<file path="config.mk">
export PLATFORM = sky130hd
export DESIGN_NAME = simplez_io_uart_flat
export DESIGN_NICKNAME = d
export VERILOG_FILES = /design/src/rtl/simplez_io_uart_if.sv /design/src/rtl/simplez_io_uart.sv /design/src/flat_wrapper.sv
export SDC_FILE = /design/constraint.sdc
export NUM_CORES = 1
export LEC_CHECK = 0
export ABC_AREA = 0
export BUFFER_PORTS_ARGS = -buffer_cell sky130_fd_sc_hd__clkbuf_2
export CAP_MARGIN = 0
export CORE_MARGIN = 2
export CORE_UTILIZATION = 40
export DETAILED_ROUTE_END_ITERATION = 16
export PLACE_DENSITY = 0.59
export SLEW_MARGIN = 40
export SYNTH_ARGS = -nofsm -noshare
export SYNTH_HDL_FRONTEND = slang
export SYNTH_SLANG_ARGS = --single-unit
</file>
<file path="constraint.sdc">
create_clock -name clk -period 2.7 [get_ports clk]
set_input_delay 0.54 -clock clk [delete_from_list [all_inputs] [get_ports clk]]
set_output_delay 0.54 -clock clk [all_outputs]
set_load 0.05 [all_outputs]
</file>
<file path="src/rtl/simplez_io_uart_if.sv">
// Simplez memory-bus slice seen by the I/O peripheral: address, strobes, data and chip select.
interface simplez_io_uart_if #(
    parameter int DATAW = 12,
    parameter int ADDRW = 9
);
    logic [ADDRW-1:0] addr;
    logic             wr;
    logic             rd;
    logic [DATAW-1:0] data_in;
    logic [DATAW-1:0] data_out;
    logic             cs;

    modport master (output addr, wr, rd, data_in, input data_out, cs);
    modport slave  (input addr, wr, rd, data_in, output data_out, cs);
endinterface

</file>
<file path="src/rtl/simplez_io_uart.sv">
// Simplez memory-mapped I/O: 4-bit LED register plus an 8N1 serial transmitter
// with a status word and a readback of the last byte sent.
module simplez_io_uart #(
    parameter int DATAW     = 12,
    parameter int ADDRW     = 9,
    parameter int BAUDDIV   = 104,
    parameter int ADDR_LEDS = 507,
    parameter int ADDR_TXST = 508,
    parameter int ADDR_TXD  = 509
) (
    input  logic             clk,
    input  logic             rstn,
    simplez_io_uart_if.slave bus,
    output logic [3:0]       leds,
    output logic             tx
);
    localparam int CNTW = (BAUDDIV > 1) ? $clog2(BAUDDIV) : 1;
    localparam logic [CNTW-1:0] CNT_LAST = CNTW'(BAUDDIV - 1);

    localparam logic [1:0] S_IDLE  = 2'd0;
    localparam logic [1:0] S_START = 2'd1;
    localparam logic [1:0] S_DATA  = 2'd2;
    localparam logic [1:0] S_STOP  = 2'd3;

    localparam logic [ADDRW-1:0] A_LEDS = ADDRW'(ADDR_LEDS);
    localparam logic [ADDRW-1:0] A_TXST = ADDRW'(ADDR_TXST);
    localparam logic [ADDRW-1:0] A_TXD  = ADDRW'(ADDR_TXD);

    logic [1:0]       state_q, state_d;
    logic [CNTW-1:0]  cnt_q, cnt_d;
    logic [2:0]       bit_q, bit_d;
    logic [7:0]       shreg_q, shreg_d;
    logic [7:0]       txbuf_q, txbuf_d;
    logic [3:0]       leds_q, leds_d;
    logic             ready_q, ready_d;
    logic             tx_q, tx_d;
    logic [DATAW-1:0] dout_q, dout_d;

    logic sel_leds, sel_txst, sel_txd;
    logic bit_done, frame_done, tx_accept;
    logic unused_data_hi;

    assign sel_leds = (bus.addr == A_LEDS);
    assign sel_txst = (bus.addr == A_TXST);
    assign sel_txd  = (bus.addr == A_TXD);
    assign bus.cs   = sel_leds | sel_txst | sel_txd;

    assign bit_done   = (state_q != S_IDLE) && (cnt_q == CNT_LAST);
    assign frame_done = bit_done && (state_q == S_STOP);
    // Accepting in the stop-completion cycle lets frames run back to back.
    assign tx_accept  = bus.wr && sel_txd && (ready_q || frame_done);

    assign unused_data_hi = ^bus.data_in[DATAW-1:8];

    always_comb begin
        state_d = state_q;
        cnt_d   = cnt_q;
        bit_d   = bit_q;
        shreg_d = shreg_q;
        txbuf_d = txbuf_q;
        leds_d  = leds_q;
        ready_d = ready_q;
        tx_d    = tx_q;
        dout_d  = dout_q;

        if (state_q != S_IDLE) begin
            cnt_d = bit_done ? '0 : cnt_q + CNTW'(1);
        end

        if (bit_done) begin
            case (state_q)
                S_START: begin
                    state_d = S_DATA;
                    tx_d    = shreg_q[0];
                    bit_d   = 3'd0;
                end
                S_DATA: begin
                    if (bit_q == 3'd7) begin
                        state_d = S_STOP;
                        tx_d    = 1'b1;
                    end else begin
                        shreg_d = shreg_q >> 1;
                        tx_d    = shreg_q[1];
                        bit_d   = bit_q + 3'd1;
                    end
                end
                S_STOP: begin
                    state_d = S_IDLE;
                    ready_d = 1'b1;
                end
                default: ;
            endcase
        end

        if (bus.wr && sel_leds) begin
            leds_d = bus.data_in[3:0];
        end

        if (tx_accept) begin
            txbuf_d = bus.data_in[7:0];
            shreg_d = bus.data_in[7:0];
            ready_d = 1'b0;
            state_d = S_START;
            cnt_d   = '0;
            bit_d   = 3'd0;
            tx_d    = 1'b0;
        end

        // Reads see the pre-write register values of this cycle.
        if (bus.rd) begin
            if (sel_leds)      dout_d = DATAW'(leds_q);
            else if (sel_txst) dout_d = DATAW'(ready_q);
            else if (sel_txd)  dout_d = DATAW'(txbuf_q);
            else               dout_d = '0;
        end
    end

    always_ff @(posedge clk or negedge rstn) begin
        if (!rstn) begin
            state_q <= S_IDLE;
            cnt_q   <= '0;
            bit_q   <= 3'd0;
            shreg_q <= 8'd0;
            txbuf_q <= 8'd0;
            leds_q  <= 4'd0;
            ready_q <= 1'b1;
            tx_q    <= 1'b1;
            dout_q  <= '0;
        end else begin
            state_q <= state_d;
            cnt_q   <= cnt_d;
            bit_q   <= bit_d;
            shreg_q <= shreg_d;
            txbuf_q <= txbuf_d;
            leds_q  <= leds_d;
            ready_q <= ready_d;
            tx_q    <= tx_d;
            dout_q  <= dout_d;
        end
    end

    assign leds         = leds_q;
    assign tx           = tx_q;
    assign bus.data_out = dout_q;
endmodule
</file>
<file path="src/flat_wrapper.sv">
// flat-port wrapper written by rule: the top's interface ports become plain ports
module simplez_io_uart_flat 
#(
    parameter int DATAW     = 12,
    parameter int ADDRW     = 9,
    parameter int BAUDDIV   = 104,
    parameter int ADDR_LEDS = 507,
    parameter int ADDR_TXST = 508,
    parameter int ADDR_TXD  = 509
)
  (clk, rstn, leds, tx, bus_addr, bus_wr, bus_rd, bus_data_in, bus_data_out, bus_cs);
  simplez_io_uart_if #(.DATAW(DATAW), .ADDRW(ADDRW)) bus_i ();
  input  logic clk;
  input  logic rstn;
  output logic [3:0] leds;
  output logic tx;
  input wire logic [$bits(bus_i.addr)-1:0] bus_addr;
  input wire logic [$bits(bus_i.wr)-1:0] bus_wr;
  input wire logic [$bits(bus_i.rd)-1:0] bus_rd;
  input wire logic [$bits(bus_i.data_in)-1:0] bus_data_in;
  output wire logic [$bits(bus_i.data_out)-1:0] bus_data_out;
  output wire logic [$bits(bus_i.cs)-1:0] bus_cs;
  assign bus_i.addr = bus_addr;
  assign bus_i.wr = bus_wr;
  assign bus_i.rd = bus_rd;
  assign bus_i.data_in = bus_data_in;
  assign bus_data_out = bus_i.data_out;
  assign bus_cs = bus_i.cs;
  simplez_io_uart #(.DATAW(DATAW), .ADDRW(ADDRW), .BAUDDIV(BAUDDIV), .ADDR_LEDS(ADDR_LEDS), .ADDR_TXST(ADDR_TXST), .ADDR_TXD(ADDR_TXD)) u_core (.clk(clk), .rstn(rstn), .bus(bus_i), .leds(leds), .tx(tx));
endmodule
</file>
# [Yosys cells after proc, flatten, opt, wreduce, memory -nomap -nowiden]
# Cells that the tools add are included.
[totals] regBits=46 latchBits=0 ram_bits=0 rom_bits=0 output_inout_bits=18 memories=0
[classes] addsub=2 mul=0 div=0 order_cmp=0 n_eq_ne=11 shift=0 n_mux=25 bitwise=2 n_reduce_logical=18
[ops] cell="two-way mux 8 bit" count=5
[ops] cell="== test 9 bit, second input constant" count=3
[ops] cell="two-way mux 12 bit" count=2
[ops] cell="two-way mux 7 bit" count=3
[ops] cell="nonzero test 2 bit" count=5
[ops] cell="two-way mux 3 bit" count=3
[ops] cell="AND reduction 3 bit" count=3
[ops] cell="adder 7 x 1 -> 7 bit, second input constant" count=1
[ops] cell="== test 7 bit, second input constant" count=1
[ops] cell="two-way mux 1 bit" count=6
[ops] cell="two-way mux 2 bit" count=3
[ops] cell="one-hot mux 2 bit (3 select lines)" count=1
[ops] cell="one-hot mux 3 bit (2 select lines)" count=1
[ops] cell="logical AND 1 bit" count=5
[ops] cell="== test 2 bit, second input constant" count=2
[ops] cell="AND reduction 2 bit" count=2
[ops] cell="nonzero test 4 bit" count=1
[ops] cell="adder 3 x 1 -> 3 bit, second input constant" count=1
[ops] cell="== test 3 bit, second input constant" count=1
[ops] cell="inequality test 3 x 1 -> 1 bit, second input constant" count=1
[ops] cell="inequality test 3 x 2 -> 1 bit, second input constant" count=1
[ops] cell="nonzero test 3 bit" count=1
[ops] cell="== test 2 x 1 -> 1 bit, second input constant" count=1
[ops] cell="inequality test 2 x 1 -> 1 bit, second input constant" count=1
[ops] cell="other kinds (3)" count=4

# [Logic depth before layout (Yosys ltp)]
# Gate-level depths: netlist of the first run.
[depth] depth_word=7 depth_mapped=9

# [Least setup slack after synthesis of the first run]
# OpenSTA, ideal clock, no wires.
[synth_timing] path_type="register to register" startpoint="register u_core.state_q[0]" endpoint="register u_core.shreg_q[0]" setup_time_ns=0.125 arrival_time_ns=1.899 t_required_ns=2.575 path_slack_ns=0.676 stages_incl_launch_ff=9 path_buffers=2 synth_period_minus_slack_ns=2.024 path_cell_list="dfrtp_1 > inv_1 > ha_1 > buf_6 > and4b_1 > a31oi_1 > and4b_2 > buf_6 > mux2_2"
[synth_between] elab_chain_len=7 word_cells_on_any_way=12 classes_between="3 x eq/ne; 1 x mux; 8 x reduce/logical"
[synth_rtl] element="start, declared" line="simplez_io_uart.sv:29" source="logic [1:0] state_q, state_d;"
[synth_rtl] element="start signal, assigned" line="simplez_io_uart.sv:130" source="state_q <= state_d;"
[synth_rtl] element="nonzero test 2 bit" line="simplez_io_uart.sv:48" source="assign bit_done = (state_q != S_IDLE) && (cnt_q == CNT_LAST);"
[synth_rtl] element="logical AND 1 bit" line="simplez_io_uart.sv:48"
[synth_rtl] element="logical AND 1 bit" line="simplez_io_uart.sv:49" source="assign frame_done = bit_done && (state_q == S_STOP);"
[synth_rtl] element="logical OR 1 bit" line="simplez_io_uart.sv:51" source="assign tx_accept = bus.wr && sel_txd && (ready_q || frame_done);"
[synth_rtl] element="logical AND 1 bit" line="simplez_io_uart.sv:51"
[synth_rtl] element="inequality test 2 x 1 -> 1 bit (no line) / nonzero test 2 bit (equally long branches)"
[synth_rtl] element="AND reduction 3 bit (no line)"
[synth_rtl] element="end signal, assigned" line="simplez_io_uart.sv:133" source="shreg_q <= shreg_d;"
[synth_rtl] element="end, declared" line="simplez_io_uart.sv:32" source="logic [7:0] shreg_q, shreg_d;"
# Parallel ways exist; a longest one is shown, timed or not.
# A chain may end at the register's enable or synchronous reset.

# [Worst setup path in the final report of the first run]
[layout_timing] startpoint="register u_core.state_q[0]" endpoint="register u_core.txbuf_q[2]"
[layout_between] elab_chain_len=5 word_cells_on_any_way=6 classes_between="1 x eq/ne; 5 x reduce/logical"
[layout_rtl] element="nonzero test 2 bit" line="simplez_io_uart.sv:48"
[layout_rtl] element="logical AND 1 bit" line="simplez_io_uart.sv:48"
[layout_rtl] element="logical AND 1 bit *" line="simplez_io_uart.sv:49"
[layout_rtl] element="logical OR 1 bit *" line="simplez_io_uart.sv:51"
[layout_rtl] element="logical AND 1 bit *" line="simplez_io_uart.sv:51"
[layout_rtl] element="end signal, assigned" line="simplez_io_uart.sv:134" source="txbuf_q <= txbuf_d;"
[layout_rtl] element="end, declared" line="simplez_io_uart.sv:33" source="logic [7:0] txbuf_q, txbuf_d;"
# Every way passes the cells marked *; elsewhere a longest branch is shown, timed or not.

==> reports/results.tsv, run 1 <==
stage	metric	value	unit
synthesis	postSynth.asyncResetShare	100.0	%
global_routing	grt_max_degree	33	
critical_path	cp_slowest_cell	and4b_2	
detailed_routing	vias_per_cell	5.161	
synthesis	synth-seq-area-share	49.10	%
clock_tree	post_cts_buffers	0	
synthesis	synth_flop_cell	dfrtp_1	
clock_tree	cts_resized	0	
synthesis	netlist_top_cells_count	dfrtp_1 (40), mux2_2 (26), nor2_1 (13)	
synthesis	synth-seq-cells	42	
sta	min_period	2351	ps
critical_path	critPathMaxStageDelay	640	ps
synthesis	synth_edf_count	0	
critical_path	start_kind	flop	
synthesis	synth.area.top_cells	dfrtp_1 (47%), mux2_2 (14%), ha_1 (4.7%), dfstp_2 (2.4%), nor2_1 (2.3%)	
final_layout	stdcell_area	2479	um2
detailed_routing	avgRoutedWirePerCell	14.14	um
synthesis	synth.avg_cell_area	11.79	um2
critical_path	crit_required	2880	ps
sta	hold_viol	0	
clock_tree	cts_root_buffer	clkbuf_8	
power_and_ir_drop	total_power	1482	uW
die	pin_count	43	
global_routing	grt_pass1_wl	6.934	mm
final_layout	fin_nets	254	
sta	grt_setup_unrepaired	false	
final_layout	area_delta_synth_final	15.51	%
clock_tree	clock_latency	290	ps
critical_path	crit_fanout	21	
die	design.core.area	5140	um2
die	die_area	5966	um2
flow_run	cap_violations	0	
synthesis	synth_cell_types	41	
detailed_routing	drt_iter0_drc	59	
global_routing	grt_remaining_overflow	0	
die	die_h	77.24	um
sta	fin_crit_sh	87.08	%
die	initial_core_util	41.75	%
critical_path	worstSetupPathType	reg2reg	
synthesis	yosysMostFrequentCell	dfrtp_1	
synthesis	syn-instance-count	182	
detailed_routing	ant_nets	0	
critical_path	crit_chain	inv_1 > ha_1 > and4b_1 > a31oi_1 > and4b_2 > mux2_2	
critical_path	worstPathArrival	2530	ps
clock_tree	cts.clk_slew.worst_paths	80	ps
die	rows	26	
sta	hold_ws	118.1	ps
placement	place_area	2372	um2
synthesis	ys_warn_count	0	
global_routing	grtUsageTotal	14.60	%
hold_path	holdCritPathClass	in2async	
power_and_ir_drop	ir_drop	0.0002801	V
die	die_x	77.24	um
power_and_ir_drop	p_per_area	598.0	nW/um2
sta	drv_slew	0	
detailed_routing	drc	0	
clock_tree	numCtsBuffers	5	
detailed_routing	vias	1507	
clock_tree	htreeDepth	2	
clock_tree	cts_tree	built	
status	status	finished clean	
final_layout	drive_gt1_share	35.59	%
placement	gp_congestion	0.7879	
power_and_ir_drop	leakage	0.001224	uW
sta	finalClockSkew	5.520	ps
sta	setup_viol	0	
sta	setup_tns	0	ps
critical_path	crit_path_end_kind	flop	
synthesis	synth_top_area_cell	dfrtp_1	
clock_tree	cts.sinks	42	
clock_tree	hold_buffers	0	
final_layout	stdcell_count	292	
placement	dp_hpwl	3.009	mm
placement	io_buffers	34	
global_routing	grt_antenna_before_repair	0	
detailed_routing	drt_pass1_iterations	4	
synthesis	syn_area	2146	um2
detailed_routing	wirelength	4.130	mm
clock_tree	cts_buffer_depth	2	
final_layout	n_fill_cell	508	
global_routing	grt_pass1_vias	1437	
sta	timing.fmax	425.3	MHz
synthesis	yosysTopAreaCellShare	46.65	%
final_layout	n_antenna_cell	0	
placement	dp_cells	284	
==> kinds of logic (layout without fill, tap and decap cells) <==
group	count (synthesis)	after routing	share of synthesized area [%]
XOR/XNOR	2	2	0.8165
buffers and inverters	17	54	5.130
AO/OA/AOI/OAI	29	29	10.15
multiplexers	30	30	15.57
other	1	4	0.1748
flip-flops	42	42	49.10
adder cells (fa/ha/maj)	8	8	4.665
AND/OR/NAND/NOR	53	53	14.40
==> state kept, by name (all words and copies together), names as in the netlist <==
| register | flops |
|---|---|
| u_core.bit_q | 3 |
| u_core.state_q | 2 |
| u_core.shreg_q | 8 |
| u_core.ready_q | 1 |
| u_core.cnt_q | 7 |
| u_core.leds | 4 |
| u_core.txbuf_q | 8 |
| u_core.bus.data_out | 8 |
| u_core.tx | 1 |
==> through the flow <==
step	utilization [%]	worst slack [ps]
6_report	48.22	348.9
5_1_grt	48.22	218.8
4_1_cts	48.22	321.4
3_5_place_dp	46.15	354.5
3_3_place_gp	46.15	372.2
2_1_floorplan	-	676.1
==> per-layer routing <==
| layer | GRT usage, % | vias up | wire [um] |
|---|---|---|---|
| met1 | 20.80 | 747 | 2041 |
| met5 | 0 | - | 0 |
| li1 | - | 731 | - |
| met4 | 4.286 | 0 | 46 |
| met2 | 22.35 | 23 | 1932 |
| met3 | 3.176 | 6 | 109 |
==> critical path: cells and delay by family, from the launching register on <==
kind                     cells  cell delay, ps
flip-flops                   1             440
adder cells (fa/ha/maj)      1             230
AO/OA/AOI/OAI                1             140
multiplexers                 1             390
AND/OR/NAND/NOR              2             910
buffers and inverters        1             110
==> layout make-up <==
cell class                      count  area, um2  share of cell area, %
Multi-Input combinational cell    126      993.5                  40.08
Timing Repair Buffer               40      215.2                  8.682
Sequential cell                    42       1054                  42.50
Clock inverter                      1      30.03                  1.212
Inverter                            6      22.52                 0.9086
Clock buffer                        7      76.32                  3.079
Tap cell                           70      87.58                  3.534
==> placed cells by master, fill, tap and decap left out, types with 2 or more instances in the layout <==
master,n
nor2_1,13
and4_1,2
buf_4,6
nand4_1,2
o21ai_0,2
clkbuf_1,2
xnor2_1,2
conb_1,4
and3_1,7
nand3_1,3
a21oi_1,6
a211oi_1,3
nand4b_1,2
a31oi_1,3
nand2_1,9
clkbuf_2,34
clkbuf_8,5
a221o_1,4
inv_1,6
ha_1,8
a22o_1,4
dfstp_2,2
nor3_1,2
mux2_2,26
nor2b_1,6
a32oi_1,2
dfrtp_1,40
mux2i_1,3
==> worst paths after layout <==
check / from / endpoint / slack [ps] / depth (start not counted)
hold / removal: rstn / u_core.cnt_q[4] / 120 / 1
hold reg to reg: u_core.txbuf_q[7] / u_core.bus.data_out[7] / 490 / 1
setup reg to reg: u_core.state_q[0] / u_core.txbuf_q[2] / 350 / 6
max in group asynchronous: rstn / u_core.ready_q / 1850 / 2
setup / recovery: u_core.state_q[0] / u_core.txbuf_q[2] / 350 / 6
min in group clk: bus_wr / u_core.ready_q / 430 / 2
==> report_power, final <==
part	total (uW)	switching [uW]	internal, uW
registers	759	71.5	688
clock network	489	212	277
logic	234	129	106
total	1480	412	1070
No activity file was read; power rests on OpenSTA's default activity.
==> inputs of run 2 (changes only) <==
RECOVER_POWER = 50   (was default)
==> run 2 against run 1 <==
Compared with the run above:
- count of clock-buffer cells in the layout is the same
- critical endpoint unchanged
- largest power group unchanged
- sequential power is essentially flat
- largest cell class unchanged
- register-to-register slack is essentially flat
- clock skew is the same
==> reports/results.tsv, run 2 (synthesis gave the netlist of run 1 again) <==
stage	metric	value	unit	change
die	rows	26		unchanged
sta	setup_tns	0	ps	unchanged
final_layout	final_common_cell	dfrtp_1		unchanged
clock_tree	clock_latency	290	ps	about the same
clock_tree	numCtsBuffers	5		unchanged
final_layout	drive_gt1_share	35.14	%	was 35.59%
sta	fin_crit_sh	87.08	%	unchanged
sta	worst_slew_pin_slew	794.1	ps	
flow_run	cap_violations	0		unchanged
power_and_ir_drop	combinationalPowerShare	15.8	%	about the same
detailed_routing	avgRoutedWirePerCell	14.14	um	about the same
critical_path	crit_fanout	21		unchanged
power_and_ir_drop	ir_drop	0.0002801	V	about the same
clock_tree	cts_buffer_depth	2		unchanged
global_routing	grt_remaining_overflow	0		unchanged
final_layout	n_antenna_cell	0		unchanged
critical_path	worstSetupPathType	reg2reg		unchanged
placement	place_area	2372	um2	unchanged
critical_path	ff2ff_path_depth	6		unchanged
detailed_routing	ant_nets	0		unchanged
power_and_ir_drop	total_power	1482	uW	about the same
status	status	finished clean		unchanged
critical_path	worstPathArrival	2530	ps	about the same
global_routing	grt_antenna_before_repair	0		unchanged
global_routing	grt_max_degree	33		unchanged
critical_path	start_kind	flop		unchanged
die	die_area	5966	um2	unchanged
final_layout	fin_nets	254		unchanged
power_and_ir_drop	seq_power_share	51.3	%	was 51.2%
power_and_ir_drop	swShare	27.80	%	was 27.79%
power_and_ir_drop	leakage	0.001221	uW	was 0.001224 uW
final_layout	n_fill_cell	510		was 508
detailed_routing	wirelength	4.128	mm	was 4.130 mm
clock_tree	hold_buffers	0		unchanged
sta	setup_viol	0		unchanged
clock_tree	cts_resized	0		unchanged
global_routing	grt_pass1_vias	1437		unchanged
global_routing	grt_pass1_wl	6.934	mm	unchanged
clock_tree	cts.clk_slew.worst_paths	80	ps	about the same
sta	grt_setup_unrepaired	false		unchanged
final_layout	layout_common_cells	dfrtp_1 (40), clkbuf_2 (34), mux2_2 (26)		unchanged
die	die_h	77.24	um	unchanged
detailed_routing	drt_iter0_drc	59		unchanged
sta	finalClockSkew	5.520	ps	unchanged
sta	hold_viol	0		unchanged
power_and_ir_drop	p_clk_share	33.0	%	about the same
die	die_x	77.24	um	unchanged
placement	gp_congestion	0.7879		unchanged
critical_path	crit_required	2880	ps	about the same
final_layout	stdcell_count	292		unchanged
die	initial_core_util	41.75	%	unchanged
detailed_routing	vias	1507		unchanged
critical_path	crit_path_end_kind	flop		unchanged
clock_tree	cts.sinks	42		unchanged
detailed_routing	drc	0		unchanged
critical_path	r2r_end	u_core.txbuf_q[2]		unchanged
hold_path	holdCritPathClass	in2async		unchanged
final_layout	area_delta_synth_final	15.34	%	was 15.51%
die	design.core.area	5140	um2	unchanged
critical_path	rrSetupSlack	350	ps	about the same
clock_tree	cts_tree	built		unchanged
clock_tree	htreeDepth	2		unchanged
sta	drv_slew	0		unchanged
placement	dp_cells	284		unchanged
final_layout	stdcell_area	2475	um2	was 2479 um2
placement	dp_hpwl	3.009	mm	unchanged
clock_tree	post_cts_buffers	0		unchanged
critical_path	r2r-start	u_core.state_q[0]		unchanged
power_and_ir_drop	power_switching	411.9	uW	about the same
sta	min_period	2351	ps	unchanged
sta	slew_headroom	47.06	%	
placement	io_buffers	34		unchanged
power_and_ir_drop	p_per_area	598.6	nW/um2	was 598.0 nW/um2
final_layout	post-route-util	48.15	%	was 48.22%
detailed_routing	vias_per_cell	5.161		unchanged
die	pin_count	43		unchanged
global_routing	grtUsageTotal	14.60	%	unchanged
power_and_ir_drop	p_int	1070	uW	about the same
clock_tree	cts_root_buffer	clkbuf_8		unchanged
sta	timing.fmax	425.3	MHz	unchanged
detailed_routing	drt_pass1_iterations	4		unchanged
[run 2: changes by cell type in the layout (fill, tap and decap cells not counted), sizes merged]
cell	change
clkbuf	+1
buf	-1
[run 2: per-stage QoR]
stage | worst slack, ps | hold WS (ps)
after floorplan | 676.1 | 244.4
final | 348.9 | 231.7
after global placement | 372.2 | 441.5
after detailed placement | 354.5 | 442.2
after global routing | 218.8 | 290.0
after CTS | 321.4 | 119.1
[run 2: layer usage]
| metal | vias up | track usage [%] | share of wire (%) |
|---|---|---|---|
| met5 | - | 0 | 0 |
| li1 | 731 | - | - |
| met4 | 0 | 4.286 | 1.1 |
| met2 | 23 | 22.35 | 47 |
| met3 | 6 | 3.176 | 2.6 |
| met1 | 747 | 20.80 | 49 |
[run 2: cell type report]
class,instances,area (um2),area share [%]
clock buffer,7,76.32,3.084
clock inverter,1,30.03,1.213
inverter,6,22.52,0.9100
multi-input combinational,126,993.5,40.14
sequential,42,1054,42.57
tap,70,87.58,3.539
timing repair buffer,40,211.5,8.544
[run 2: power by group through the flow]
stage / clock network [uW] / registers, uW / logic (uW)
6_report: 489 / 759 / 234
3_5_place_dp: 0 / 771 / 238
4_1_cts: 506 / 758 / 239
2_1_floorplan: 0 / 755 / 178
5_1_grt: 533 / 769 / 264
3_3_place_gp: 0 / 770 / 232
[run 2: worst max-delay path by stage]
stage,from,end,depth (start not counted)
2_1_floorplan,u_core.state_q[0],u_core.shreg_q[0],8
3_3_place_gp,u_core.state_q[0],u_core.txbuf_q[6],6
3_5_place_dp,u_core.state_q[0],u_core.shreg_q[4],6
4_1_cts,u_core.state_q[0],u_core.shreg_q[4],6
5_1_grt,u_core.state_q[0],u_core.txbuf_q[2],6
6_report,u_core.state_q[0],u_core.txbuf_q[2],6
[run 2: worst max-delay path, stage by stage (launching register included)]
cell and delay, ps:
dfrtp_1 440, inv_1 110, ha_1 230, and4b_1 270
a31oi_1 140, and4b_2 640, mux2_2 390
==> inputs of run 3 (changes only) <==
CORE_ASPECT_RATIO = 0.7   (was default)
GPL_TIMING_DRIVEN = 0   (was default)
==> run 3 against run 2 <==
Compared with the run above:
- count of clock-buffer cells in the layout is 2 lower
- final cell count increased by 2.4%
- critical path depth unchanged
- die area up 0.16%
- fmax rose by 3.9%
- sequential power shrank 2%
- utilization grew 0.094 points
- combinational power increased by 8%
- design area grew 1.4%
- first-iteration DRC count is 29% lower
- sequential cell count unchanged
- critical path type unchanged
- highest routed layer unchanged
==> reports/results.tsv, run 3 (synthesis gave the netlist of run 1 again) <==
stage	metric	value	unit	change
status	status	finished clean		unchanged
critical_path	worstSetupPathType	reg2reg		unchanged
die	design.core.area	5202	um2	was 5140 um2
sta	slew_headroom	30.82	%	was 47.06%
critical_path	crit_fanout	8		was 21
clock_tree	cts_tree	built		unchanged
critical_path	r2r-start	u_core.state_q[0]		unchanged
global_routing	grt_remaining_overflow	0		unchanged
detailed_routing	avgRoutedWirePerCell	14.39	um	was 14.14 um
placement	io_buffers	34		unchanged
power_and_ir_drop	p_per_area	564.1	nW/um2	was 598.6 nW/um2
detailed_routing	drt_iter0_drc	42		was 59
clock_tree	clock_latency	300	ps	was 290 ps
global_routing	grt_pass1_vias	1458		was 1437
sta	timing.fmax	442.1	MHz	was 425.3 MHz
critical_path	rrSetupSlack	440	ps	was 350 ps
final_layout	n_fill_cell	500		was 510
sta	finalClockSkew	7.132	ps	was 5.520 ps
final_layout	drive_gt1_share	37.44	%	was 35.14%
final_layout	fin_nets	259		was 254
sta	fin_crit_sh	83.78	%	was 87.08%
die	pin_count	43		unchanged
sta	setup_viol	0		unchanged
die	rows	22		was 26
clock_tree	htreeDepth	2		unchanged
clock_tree	cts_resized	0		unchanged
detailed_routing	vias_per_cell	5.037		was 5.161
power_and_ir_drop	total_power	1416	uW	was 1482 uW
placement	dp_hpwl	3.141	mm	was 3.009 mm
critical_path	crit_required	2880	ps	about the same
sta	worst_slew_pin_slew	1038	ps	was 794.1 ps
clock_tree	hold_buffers	0		unchanged
detailed_routing	ant_nets	0		unchanged
sta	hold_viol	0		unchanged
global_routing	grt_pass1_wl	7.265	mm	was 6.934 mm
critical_path	crit_start	u_core.state_q[0]		unchanged
critical_path	worstPathArrival	2450	ps	was 2530 ps
global_routing	grt_max_degree	43		was 33
critical_path	start_kind	flop		unchanged
die	die_h	65.28	um	was 77.24 um
die	die_area	5976	um2	was 5966 um2
die	die_x	91.54	um	was 77.24 um
power_and_ir_drop	ir_drop	0.0002855	V	was 0.0002801 V
final_layout	seq_area	1054	um2	unchanged
critical_path	crit_end	u_core.shreg_q[3]		was u_core.txbuf_q[2]
detailed_routing	wirelength	4.303	mm	was 4.128 mm
power_and_ir_drop	leakage	0.001238	uW	was 0.001221 uW
detailed_routing	vias	1506		was 1507
clock_tree	post_cts_buffers	0		unchanged
placement	place_area	2420	um2	was 2372 um2
clock_tree	cts_buffer_depth	2		unchanged
sta	setup_tns	0	ps	unchanged
final_layout	layout_common_cells	dfrtp_1 (40), clkbuf_2 (35), mux2_2 (26)		was dfrtp_1 (40), clkbuf_2 (34), mux2_2 (26)
detailed_routing	drc	0		unchanged
clock_tree	cts.sinks	42		unchanged
critical_path	ff2ff_path_depth	6		unchanged
critical_path	r2r_end	u_core.shreg_q[3]		was u_core.txbuf_q[2]
clock_tree	cts.clk_slew.worst_paths	80	ps	about the same
clock_tree	numCtsBuffers	5		unchanged
global_routing	grt_antenna_before_repair	0		unchanged
hold_path	holdCritPathClass	in2async		unchanged
placement	gp_congestion	0.7561		was 0.7879
detailed_routing	drt_pass1_iterations	4		unchanged
die	initial_core_util	41.25	%	was 41.75%
final_layout	multiInputGateArea	993.5	um2	unchanged
sta	grt_setup_unrepaired	false		unchanged
final_layout	n_antenna_cell	0		unchanged
critical_path	crit_path_end_kind	flop		unchanged
sta	min_period	2262	ps	was 2351 ps
final_layout	final_common_cell	dfrtp_1		unchanged
final_layout	area_delta_synth_final	16.97	%	was 15.34%
clock_tree	cts_root_buffer	clkbuf_8		unchanged
global_routing	grtUsageTotal	15.53	%	was 14.60%
flow_run	cap_violations	0		unchanged
final_layout	stdcell_area	2510	um2	was 2475 um2
sta	drv_slew	0		unchanged
==> run 3: cell count changes in the layout (fill, tap and decap cells not counted) <==
cell        delta
clkinvlp_4     +2
clkbuf_2       +1
buf_6          +3
buf_4          +1
bufinv_16      -1
clkbuf_1       -3
inv_6          +1
buf_1          +1
==> run 3: how the worst min path moves through the flow <==
stage,to,slack [ps]
4_1_cts,u_core.shreg_q[6],280
6_report,u_core.cnt_q[6],410
3_3_place_gp,u_core.bus.data_out[4],470
5_1_grt,u_core.ready_q,430
3_5_place_dp,u_core.bus.data_out[4],480
2_1_floorplan,u_core.bit_q[0],240
==> run 3: power by group <==
group,switching [uW],leakage (uW),internal (uW)
registers,56.7,0.000534,688
logic,145,0.000664,108
clock network,234,0.0000408,185
total,435,0.00124,981
==> run 3: layout make-up <==
class | count | share of cell area [%]
Timing Repair Buffer | 34 | 6.780
Clock inverter | 3 | 0.9472
Inverter | 6 | 0.8973
Tap cell | 72 | 3.589
Multi-Input combinational cell | 126 | 39.58
Sequential cell | 42 | 41.97
Buffer | 11 | 3.490
Clock buffer | 5 | 2.742
==> run 3: through the flow <==
step / setup slack (ps) / hold WS, ps / utilization, % / cells
final: 438.0 / 411.0 / 48.24 / 299
after global routing: 230.6 / 432.5 / 48.24 / 299
after CTS: 402.2 / 279.6 / 48.29 / 299
after detailed placement: 425.0 / 477.7 / 46.51 / 291
after global placement: 453.4 / 473.3 / 46.46 / 291
after floorplan: 676.1 / 244.4 / - / 185
==> run 3: worst max-delay path, stage by stage (launching register included) <==
cell and delay (ps):
dfrtp_1 440, inv_1 130, ha_1 290, nor2b_1 420
nand3_2 280, mux2_2 330, mux2_2 260
==> run 3: metal layers <==
metal  track usage [%]  routed length (um)  vias to the layer above
met5                 0                   0                        -
met3             3.899                 171                        5
met2             22.98                1831                       30
li1                  -                   -                      746
met4             5.114                  27                        0
met1             22.30                2273                      725
